===== config.mk =====
export PLATFORM = sky130hd
export DESIGN_NAME = ixc_gfifo_port_mc
export DESIGN_NICKNAME = d
export VERILOG_FILES = /design/src/rtl/ixc_gfifo_pkg.sv /design/src/rtl/ixc_gfifo_lb.sv /design/src/rtl/ixc_gfifo_port_mc.sv
export SDC_FILE = /design/constraint.sdc
export NUM_CORES = 1
export LEC_CHECK = 0
export CELL_PAD_IN_SITES_DETAIL_PLACEMENT = 1
export CELL_PAD_IN_SITES_GLOBAL_PLACEMENT = 1
export CORE_MARGIN = 4
export CORE_UTILIZATION = 40
export DETAILED_ROUTE_END_ITERATION = 10
export PLACE_DENSITY_LB_ADDON = 0.1
export RECOVER_POWER = 50
export SETUP_SLACK_MARGIN = 0.4
export SKIP_CTS_REPAIR_TIMING = 1
export SYNTH_ARGS = -nofsm -noshare
export SYNTH_HDL_FRONTEND = slang
export SYNTH_SLANG_ARGS = --single-unit

===== constraint.sdc =====
create_clock -name fclk -period 5.3 [get_ports fclk]
set_input_delay 0.53 -clock fclk [delete_from_list [all_inputs] [get_ports fclk]]
set_output_delay 0.53 -clock fclk [all_outputs]
set_load 0.1 [all_outputs]

===== src/rtl/ixc_gfifo_pkg.sv =====
// Shared types and helpers for the multi-channel GFIFO port.
// Default widths, entry layout and round-robin pointer step.
package ixc_gfifo_pkg;

  localparam int unsigned NCH_D  = 4;
  localparam int unsigned DW_D   = 64;
  localparam int unsigned CBW_D  = 20;
  localparam int unsigned LENW_D = 12;
  localparam int unsigned LBD_D  = 4;
  localparam int unsigned GFW_D  = 512;

  typedef struct packed {
    logic [CBW_D-1:0]  cbid;
    logic [LENW_D-1:0] len;
    logic [DW_D-1:0]   data;
  } entry_t;

  // Channel after w, wrapping n-1 -> 0.
  function automatic int unsigned rr_next(
    input int unsigned w,
    input int unsigned n
  );
    return (w + 1 >= n) ? 0 : w + 1;
  endfunction

endpackage


===== src/rtl/ixc_gfifo_lb.sv =====
// Single-channel circular local buffer, LBD entries of EW bits.
// Ports: clk_i, rst_i (sync, high), push_i, pop_i, wdata_i, rdata_o, full_o, empty_o.
module ixc_gfifo_lb
  import ixc_gfifo_pkg::*;
#(
  parameter int unsigned EW  = 96,
  parameter int unsigned LBD = LBD_D
) (
  input  logic          clk_i,
  input  logic          rst_i,
  input  logic          push_i,
  input  logic          pop_i,
  input  logic [EW-1:0] wdata_i,
  output logic [EW-1:0] rdata_o,
  output logic          full_o,
  output logic          empty_o
);

  localparam int unsigned AW = $clog2(LBD);

  logic [AW:0]   wr_q, wr_d;
  logic [AW:0]   rd_q, rd_d;
  logic [EW-1:0] mem_q [LBD];
  logic          do_push, do_pop;

  // Extra pointer MSB separates full from empty.
  assign full_o  = (wr_q[AW] != rd_q[AW]) &&
                   (wr_q[AW-1:0] == rd_q[AW-1:0]);
  assign empty_o = (wr_q == rd_q);
  assign rdata_o = mem_q[rd_q[AW-1:0]];

  assign do_push = push_i & ~full_o;
  assign do_pop  = pop_i & ~empty_o;

  always_comb begin
    wr_d = wr_q;
    rd_d = rd_q;
    if (do_push) wr_d = wr_q + 1'b1;
    if (do_pop)  rd_d = rd_q + 1'b1;
  end

  always_ff @(posedge clk_i) begin
    if (rst_i) begin
      wr_q <= '0;
      rd_q <= '0;
    end else begin
      wr_q <= wr_d;
      rd_q <= rd_d;
    end
  end

  always_ff @(posedge clk_i) begin
    if (do_push) mem_q[wr_q[AW-1:0]] <= wdata_i;
  end

endmodule


===== src/rtl/ixc_gfifo_port_mc.sv =====
// Multi-channel GFIFO port: toggle-request capture, per-channel buffers,
// round-robin issue to the global FIFO, token chaining, overflow count.
module ixc_gfifo_port_mc
  import ixc_gfifo_pkg::*;
#(
  parameter int unsigned NCH  = NCH_D,
  parameter int unsigned DW   = DW_D,
  parameter int unsigned CBW  = CBW_D,
  parameter int unsigned LENW = LENW_D,
  parameter int unsigned LBD  = LBD_D,
  parameter int unsigned GFW  = GFW_D
) (
  input  logic                 fclk,
  input  logic                 rst,
  input  logic [NCH-1:0]       ireq,
  input  logic [NCH*CBW-1:0]   cbid,
  input  logic [NCH*LENW-1:0]  len,
  input  logic [NCH*DW-1:0]    idata,
  input  logic                 lock,
  input  logic                 tkin,
  input  logic                 rtkin,
  output logic                 tkout,
  output logic                 gf_req,
  output logic [(NCH>1 ? $clog2(NCH) : 1)-1:0] gf_ch,
  output logic [CBW-1:0]       gf_cbid,
  output logic [LENW-1:0]      gf_len,
  output logic [GFW-1:0]       gf_data,
  input  logic                 gf_full,
  output logic [NCH-1:0]       lb_full,
  output logic [15:0]          ovf_cnt
);

  localparam int unsigned CHW = (NCH > 1) ? $clog2(NCH) : 1;
  localparam int unsigned EW  = CBW + LENW + DW;

  typedef struct packed {
    logic [CBW-1:0]  cbid;
    logic [LENW-1:0] len;
    logic [DW-1:0]   data;
  } ent_t;

  logic [NCH-1:0] ireqr_q, ireqr_d;
  logic [NCH-1:0] pend, push, pop, blk;
  logic [NCH-1:0] full, empty, nonempty;
  ent_t           rdata [NCH];
  ent_t           wr_ent [NCH];
  ent_t           win_ent;

  logic [CHW-1:0]  rr_q, rr_d;
  logic [CHW-1:0]  win;
  logic            go;
  logic            req_q, req_d;
  logic [CHW-1:0]  ch_q, ch_d;
  logic [CBW-1:0]  cb_q, cb_d;
  logic [LENW-1:0] ln_q, ln_d;
  logic [GFW-1:0]  dt_q, dt_d;
  logic [15:0]     ovf_q, ovf_d;
  logic [16:0]     blk_n, ovf_sum;

  assign pend     = ireq ^ ireqr_q;
  assign nonempty = ~empty;
  // Full is the registered state: a same-cycle pop never frees a slot.
  assign push     = pend & ~full & {NCH{~lock}};
  assign blk      = pend & full & {NCH{~lock}};

  for (genvar c = 0; c < NCH; c++) begin : g_ch
    assign wr_ent[c].cbid = cbid[c*CBW +: CBW];
    assign wr_ent[c].len  = len[c*LENW +: LENW];
    assign wr_ent[c].data = idata[c*DW +: DW];

    ixc_gfifo_lb #(.EW(EW), .LBD(LBD)) u_lb (
      .clk_i   (fclk),
      .rst_i   (rst),
      .push_i  (push[c]),
      .pop_i   (pop[c]),
      .wdata_i (wr_ent[c]),
      .rdata_o (rdata[c]),
      .full_o  (full[c]),
      .empty_o (empty[c])
    );
  end

  assign go = (|nonempty) & ~lock & ~tkin & ~rtkin & ~gf_full;

  // First non-empty channel scanning upward from rr, with wrap.
  always_comb begin
    logic hit;
    hit = 1'b0;
    win = '0;
    for (int i = 0; i < NCH; i++) begin
      int idx;
      idx = int'(rr_q) + i;
      if (idx >= int'(NCH)) idx = idx - int'(NCH);
      if (!hit && nonempty[idx]) begin
        hit = 1'b1;
        win = CHW'(idx);
      end
    end
  end

  always_comb begin
    pop = '0;
    if (go) pop[win] = 1'b1;
  end

  assign win_ent = rdata[win];

  always_comb begin
    ireqr_d = ireqr_q;
    for (int c = 0; c < NCH; c++) begin
      if (push[c]) ireqr_d[c] = ireq[c];
    end
  end

  always_comb begin
    req_d = go;
    rr_d  = rr_q;
    ch_d  = ch_q;
    cb_d  = cb_q;
    ln_d  = ln_q;
    dt_d  = dt_q;
    if (go) begin
      rr_d = CHW'(rr_next(32'(win), NCH));
      ch_d = win;
      cb_d = win_ent.cbid;
      ln_d = win_ent.len;
      dt_d = '0;
      dt_d[DW-1:0] = win_ent.data;
    end
  end

  // One count per blocked channel per cycle, saturating.
  always_comb begin
    blk_n = '0;
    for (int c = 0; c < NCH; c++) begin
      blk_n = blk_n + 17'(blk[c]);
    end
    ovf_sum = {1'b0, ovf_q} + blk_n;
    ovf_d   = ovf_sum[16] ? 16'hFFFF : ovf_sum[15:0];
  end

  always_ff @(posedge fclk) begin
    if (rst) begin
      ireqr_q <= '0;
      rr_q    <= '0;
      req_q   <= 1'b0;
      ch_q    <= '0;
      cb_q    <= '0;
      ln_q    <= '0;
      dt_q    <= '0;
      ovf_q   <= '0;
    end else begin
      ireqr_q <= ireqr_d;
      rr_q    <= rr_d;
      req_q   <= req_d;
      ch_q    <= ch_d;
      cb_q    <= cb_d;
      ln_q    <= ln_d;
      dt_q    <= dt_d;
      ovf_q   <= ovf_d;
    end
  end

  assign tkout   = tkin | (|nonempty);
  assign gf_req  = req_q;
  assign gf_ch   = ch_q;
  assign gf_cbid = cb_q;
  assign gf_len  = ln_q;
  assign gf_data = dt_q;
  assign lb_full = full;
  assign ovf_cnt = ovf_q;

endmodule

== After elaboration in Yosys (flattened, before gate mapping) ==
Memory sizes are Yosys's and may differ from the RTL's. A register that Yosys moved wholly into a read port is not among the register bits.
Index checks and enable logic that the tools add are counted.

* $add $sub $neg: 20
* $mul: 0
* Div/mod/pow operators: 0
* $lt $le $gt $ge: 12
* Equality and inequality tests: 12
* Shifts and indexed selects: 0
* Multiplexer cells: 47
* Bitwise operators: 33
* Reduce and logical (&&, ||, !) cells: 12

{| class="wikitable"
|+ Operators with widths
! cell !! number
|-
| 96-bit binary-select mux with 2-bit select || 1
|-
| 96-bit two-way mux || 2
|-
| 32-bit by 4-bit < comparator with 1-bit output, second input constant || 4
|-
| 32-bit two-way mux || 4
|-
| 2-bit two-way mux || 13
|-
| 3-bit by 1-bit adder with 3-bit output, second input constant || 8
|-
| 1-bit two-way mux || 20
|-
| 16-bit by 4-bit adder with 17-bit output || 1
|-
| 4-bit bitwise AND || 4
|-
| 16-bit two-way mux || 1
|-
| 3-bit >= comparator, second input constant || 5
|-
| 1-bit bitwise AND || 12
|-
| 3-bit equality test || 4
|-
| 1-bit inverter || 12
|-
| 3-bit by 3-bit subtractor with 4-bit output, second input constant || 3
|-
| 1-bit binary-select mux with 2-bit select || 4
|-
| 2-bit equality test || 4
|-
| 1-bit logical AND || 8
|-
| 4-bit inverter || 2
|-
| 2-bit by 1-bit adder with 3-bit output, second input constant || 2
|-
| 2-bit by 2-bit adder with 3-bit output, second input constant || 2
|-
| 3-bit by 1-bit adder with 4-bit output || 1
|-
| 4-bit two-way mux || 1
|-
| 1-bit != test || 4
|-
| 12 further kinds || 14
|}

* Flip-flop bits (word level): 145
* Latch bits: 0
* Bits in writable memories: 1536
* Memory bits (read-only): 0
* Output and inout port bits: 568
* Memories kept: 4

{| class="wikitable"
|+ Memory list
! name !! words !! bits a word !! read ports !! clocked after Yosys merged registers in !! write ports !! RTL line !! text
|-
| g_ch[0].u_lb.mem_q || 4 || 96 || 1 || 1 || 1 || ixc_gfifo_lb.sv:23 || <nowiki>logic [EW-1:0] mem_q [LBD];</nowiki>
|-
| g_ch[1].u_lb.mem_q || 4 || 96 || 1 || 1 || 1 || ixc_gfifo_lb.sv:23 ||
|-
| g_ch[2].u_lb.mem_q || 4 || 96 || 1 || 1 || 1 || ixc_gfifo_lb.sv:23 ||
|-
| g_ch[3].u_lb.mem_q || 4 || 96 || 1 || 1 || 1 || ixc_gfifo_lb.sv:23 ||
|}

== Depth between registers and ports, before layout ==
* Depth after elaboration: 23
* Gate-level depth with buffers: 13

== Cells and area by module ==
From an unflattened synthesis, not the netlist that was laid out.

* Cells, all modules: 3660
* Area total of the unflattened synthesis: 68604.5 um^2

{| class="wikitable"
|+ By module, submodules not included
! module !! times used !! cells each !! area each (um^2)
|-
| ixc_gfifo_lb || 4 || 570 || 14395.1
|-
| ixc_gfifo_port_mc || 1 || 1380 || 11024.3
|}

== Least setup slack after synthesis ==
OpenSTA, ideal clock, no wires.

* Kind: register to register
* Start point: reg g_ch[0].u_lb.wr_q[0]
* End point: mem g_ch[0].u_lb.mem_q[3][0] (enable)
* Library setup time: 0.467 ns
* Arrival: 3.688 ns
* Data required time: 4.833 ns
* Path slack: 1.145 ns
* Cell stages (with the launch flop): 5
* Cells stage by stage: dfxtp_1 xor2_1 nor3_1 nor3_1 and2_1

* Longest elaborated chain between the ends: 8
* Elaborated cells between the ends (all ways): 9

{| class="wikitable"
|+ Ends and longest elaborated chain
! element !! RTL line !! text
|-
| start: declaration || ixc_gfifo_lb.sv:21 || <nowiki>logic [AW:0] wr_q, wr_d;</nowiki>
|-
| start signal: assignment || ixc_gfifo_lb.sv:47 || <nowiki>wr_q <= wr_d;</nowiki>
|-
| 2-bit equality test (*) || ixc_gfifo_lb.sv:28 || <nowiki>(wr_q[AW-1:0] == rd_q[AW-1:0]);</nowiki>
|-
| 1-bit logical AND (*) || ixc_gfifo_lb.sv:27 || <nowiki>assign full_o = (wr_q[AW] != rd_q[AW]) &&</nowiki>
|-
| via g_ch[0].u_lb.full_o || ixc_gfifo_lb.sv:15 || <nowiki>output logic full_o,</nowiki>
|-
| 4-bit inverter || ixc_gfifo_port_mc.sv:63 || <nowiki>assign push = pend & ~full & {NCH{~lock}};</nowiki>
|-
| 4-bit bitwise AND (2 in series) || ixc_gfifo_port_mc.sv:63 ||
|-
| 1-bit bitwise AND (*) || ixc_gfifo_lb.sv:32 || <nowiki>assign do_push = push_i & ~full_o;</nowiki>
|-
| 1-bit two-way mux (*) || ixc_gfifo_lb.sv:53 || <nowiki>if (do_push) mem_q[wr_q[AW-1:0]] <= wdata_i;</nowiki>
|-
| 1-bit two-way mux (implied by the code) (*) || ixc_gfifo_lb.sv:53 ||
|-
| end: declaration || ixc_gfifo_lb.sv:23 ||
|}

Mark *: on every way through the listed nets, which the timed path passes. The rest lies on a longest branch.

== Worst setup path after layout ==
* Start point: reg g_ch[2].u_lb.wr_q[2]
* End point: mem g_ch[2].u_lb.mem_q[2][72] (enable)

* Longest elaborated chain between the ends: 8
* Elaborated cells between the ends (all ways): 9

{| class="wikitable"
|+ Ends and longest elaborated chain
! element !! RTL line
|-
| start: declaration || ixc_gfifo_lb.sv:21
|-
| start signal: assignment || ixc_gfifo_lb.sv:47
|-
| 1-bit != test (*) || ixc_gfifo_lb.sv:27
|-
| 1-bit logical AND (*) || ixc_gfifo_lb.sv:27
|-
| 4-bit inverter || ixc_gfifo_port_mc.sv:63
|-
| 4-bit bitwise AND (2 in series) || ixc_gfifo_port_mc.sv:63
|-
| 1-bit bitwise AND (*) || ixc_gfifo_lb.sv:32
|-
| 1-bit two-way mux (*) || ixc_gfifo_lb.sv:53
|-
| 1-bit two-way mux (implied by the code) (*) || ixc_gfifo_lb.sv:53
|-
| end: declaration || ixc_gfifo_lb.sv:23
|}

Mark *: on every way between the ends. The rest lies on a longest branch, timed or not.

==> results_tabular.tex <==
\begin{tabular}{lr}
\hline
Metric & Value \\
\hline
\multicolumn{2}{l}{\textbf{Clock tree}} \\
\quad Maximum clock path buffer count & 3 \\
\quad Clock transition at the registers of the reported paths & 0.06 ns \\
\quad Worst-Skew Late Latency & 0.81 ns \\
\quad CTS Buf Count & 184 \\
\quad H-tree lvl count & 4 \\
\quad Number of clock sinks & 1689 \\
\quad Clock tree from TritonCTS & yes \\
\quad Root buf cell & clkbuf\_16 \\
\multicolumn{2}{l}{\textbf{Pwr}} \\
\quad Total power divided by cell area & 387.3 mW/mm² \\
\quad Total power consumption of the routed design & 0.03114 W \\
\quad Peak supply drop & 0.3321 mV \\
\quad Leakage power & 26.60 nW \\
\multicolumn{2}{l}{\textbf{Routing}} \\
\quad Routed wire length per instance & 28.16 µm \\
\quad Via count & 35101 \\
\quad Total routed wirelength & 189800 µm \\
\quad \# DRC & 0 \\
\quad Detail Route Antenna Nets & 0 \\
\quad DRC violation total after the first TritonRoute iteration & 2716 \\
\quad Vias/cell & 5.206 \\
\quad Length of the first detailed-routing pass in iterations & 5 \\
\multicolumn{2}{l}{\textbf{Logic synthesis}} \\
\quad Share of the synthesized area in the top cell type & 67.78\% \\
\quad Fraction of the yosys area taken by sequential cells & 72.28\% \\
\quad Cell type with the highest aggregate area in the netlist & edfxtp\_1 \\
\quad Mapped Cells & 3744 \\
\quad Cells taking the most area after synthesis & edfxtp\_1, mux4\_2, buf\_4 \\
\quad Mean area per synthesized cell & 18.18 µm² \\
\quad Yosys warning total & 0 \\
\quad Top flip-flop cell by instance count after synthesis & edfxtp\_1 \\
\quad Cell area after technology mapping & 0.06805 mm² \\
\quad Number of register bits inferred by synthesis & 1689 \\
\quad Count of flip-flops with a built-in enable after synthesis & 1536 \\
\quad Share of flip-flops with an asynchronous set or reset after synthesis & 0\% \\
\quad Count of different cell masters after synthesis & 47 \\
\multicolumn{2}{l}{\textbf{Floorplanning}} \\
\quad Die height & 420.5 µm \\
\quad Number of placed I/O pins & 962 \\
\quad Area of the die & 0.1768 mm² \\
\quad Die extent in x & 420.5 µm \\
\quad Row Count & 151 \\
\quad Starting density of the core & 40.20\% \\
\quad Area of the core & 0.1693 mm² \\
\multicolumn{2}{l}{\textbf{GRT}} \\
\quad Total global routing overflow & 0 \\
\quad Pin count of the biggest net entering global routing & 118 \\
\quad First-pass GRT wire length & 267800 µm \\
\quad Antenna violations before repair & 154 \\
\quad GRT Resource Usage Total & 21.20\% \\
\quad Vias in the first global route & 36817 \\
\multicolumn{2}{l}{\textbf{Timing}} \\
\quad Number of failing hold endpoints at the final stage & 0 \\
\quad Worst setup skew after layout & 0.03006 ns \\
\quad Total Negative Setup Slacks & 0 ns \\
\quad \# setup viols final & 0 \\
\quad RSZ-0062 raised after global routing & no \\
\quad Hold Slack & 0.1204 ns \\
\quad Share of the cycle needed by the critical path after routing & 77.45\% \\
\quad Normalized max-slew margin & -51.81\% \\
\quad Worst Max-Slew Pin Slew & 2.277 ns \\
\quad Number of pins exceeding their max-slew limit in the final report & 193 \\
\quad Time the final worst path needs with I/O delays and setup & 4.105 ns \\
\quad Max Fclk & 243.6 MHz \\
\multicolumn{2}{l}{\textbf{Status}} \\
\quad Failing checks & capacitance limit, slew limit \\
\quad Result of the run & finished with violations \\
\multicolumn{2}{l}{\textbf{Setup path}} \\
\quad Crit path max fanout & 21 \\
\quad Nature of the critical path endpoint & flip-flop \\
\quad Critical path data required time & 5.75 ns \\
\quad Worst setup SP type & flip-flop \\
\quad Arrival time of data at the critical path endpoint & 4.55 ns \\
\quad Type of the setup path with the least slack & reg -> reg \\
\multicolumn{2}{l}{\textbf{Final layout}} \\
\quad Layout cells sized above 1 & 17.93\% \\
\quad Layout Cells excl Fill & 6742 \\
\quad Most common cell after layout, fill and taps aside & edfxtp\_1 \\
\quad Count of fill cells added during filler insertion & 15907 \\
\quad NumNets Final & 4740 \\
\quad Most frequent cells in the layout & edfxtp\_1, conb\_1, mux4\_2, dlygate4sd3\_1, a21oi\_1 \\
\quad Layout overhead on the synthesized area & 18.17\% \\
\multicolumn{2}{l}{\textbf{Flow run}} \\
\quad Reported max-cap violation count & 5 \\
\multicolumn{2}{l}{\textbf{Placed design}} \\
\quad HPWL reported at the end of detailed placement & 122600 µm \\
\quad Final estimated routing congestion in global placement & 0.7457 \\
\quad IO buf count & 513 \\
\quad Placed Cells & 6349 \\
\multicolumn{2}{l}{\textbf{Hold path}} \\
\quad Worst min-delay path class & in -> reg \\
\hline
\end{tabular}
cell usage after synthesis, types with 2 or more instances:
cell type	n
o21ba_2	56
buf_4	453
and2_1	16
o31ai_1	2
nand3_1	17
fa_1	3
o21ba_1	40
nor2_1	48
xor2_1	21
buf_6	5
a21oi_1	305
nor3_1	9
o21ai_0	2
inv_1	18
nand2_1	301
a31oi_1	3
ha_1	26
buf_1	16
a22oi_1	97
xnor2_1	24
and3_1	3
buf_2	43
nor3b_1	2
mux2i_1	12
edfxtp_1	1536
dfxtp_1	153
clkbuf_1	124
mux4_2	384
nand4_1	6
nand2b_1	2
per-layer routing:
metal,global-route usage [%],up-vias,part of all wire [%]
li1,-,14980,-
met1,26.25,18472,39
met2,37.13,1183,52
met3,4.261,438,5.8
met4,7.265,28,3.0
met5,0,-,0.093
area by class of cell:
cell class | count | area, µm² | share of cell area (%)
antenna | 46 | 115.1 | 0.1431
clock buffer | 249 | 5074 | 6.309
clock inverter | 98 | 912.1 | 1.134
inverter | 19 | 78.83 | 0.09802
multi-input combinational | 1842 | 16320 | 20.30
sequential | 1689 | 49220 | 61.20
tap | 2218 | 2775 | 3.451
timing repair buffer | 581 | 5926 | 7.368
final timing paths:
| path | start | endpoint | slack [ns] | cells past startpoint |
|---|---|---|---|---|
| max reg2reg | g_ch[2].u_lb.wr_q[2] | g_ch[2].u_lb.mem_q[2][72] | 1.20 | 6 |
| min | rst | ireqr_q[1] | 0.12 | 2 |
| max | g_ch[2].u_lb.wr_q[2] | g_ch[2].u_lb.mem_q[2][72] | 1.20 | 6 |
| min reg2reg | gf_ch[0] | gf_ch[0] | 0.50 | 2 |
worst max-delay path: stages, from the launching register on:
cell,delay [ns]
dfxtp_1,0.32
xnor2_1,0.29
nor2_1,0.18
nor3_1,0.21
clkbuf_1,0.43
and2_0,1.67
buf_4,0.57
cell families after synthesis:
group	Yosys count	synth area share, %
flops	1689	72.28
xor+xnor	45	0.5792
compound gates	511	4.896
mux	396	12.88
buf+inv	660	6.273
fa+ha+maj	29	0.5663
other cells	1	0.005510
simple gates	413	2.517
sequential cells by signal (all words and copies together) (netlist names), 4 cells and up, named ones only:
name,flops
gf_cbid,20
g_ch.u_lb.mem_q,1536
gf_len,12
ireqr_q,4
g_ch.u_lb.wr_q,12
g_ch.u_lb.rd_q,12
gf_data,64
ovf_cnt,16
stage by stage:
stage	utilization [%]	instance area [µm²]	setup WS (ns)
floorplan	-	69730	1.145
detailed placement	43.95	74400	1.465
CTS	47.48	80380	1.240
global placement	43.95	74400	1.506
global route	47.48	80370	0.9528
finish	47.51	80420	1.195
where the power goes:
| part | internal, W | leakage [nW] | switching, W |
|---|---|---|---|
| clock network | 0.00732 | 2.93 | 0.00526 |
| registers | 0.0149 | 15.2 | 0.000108 |
| logic | 0.000711 | 8.47 | 0.00280 |
Power figures use the tool's default switching activity.
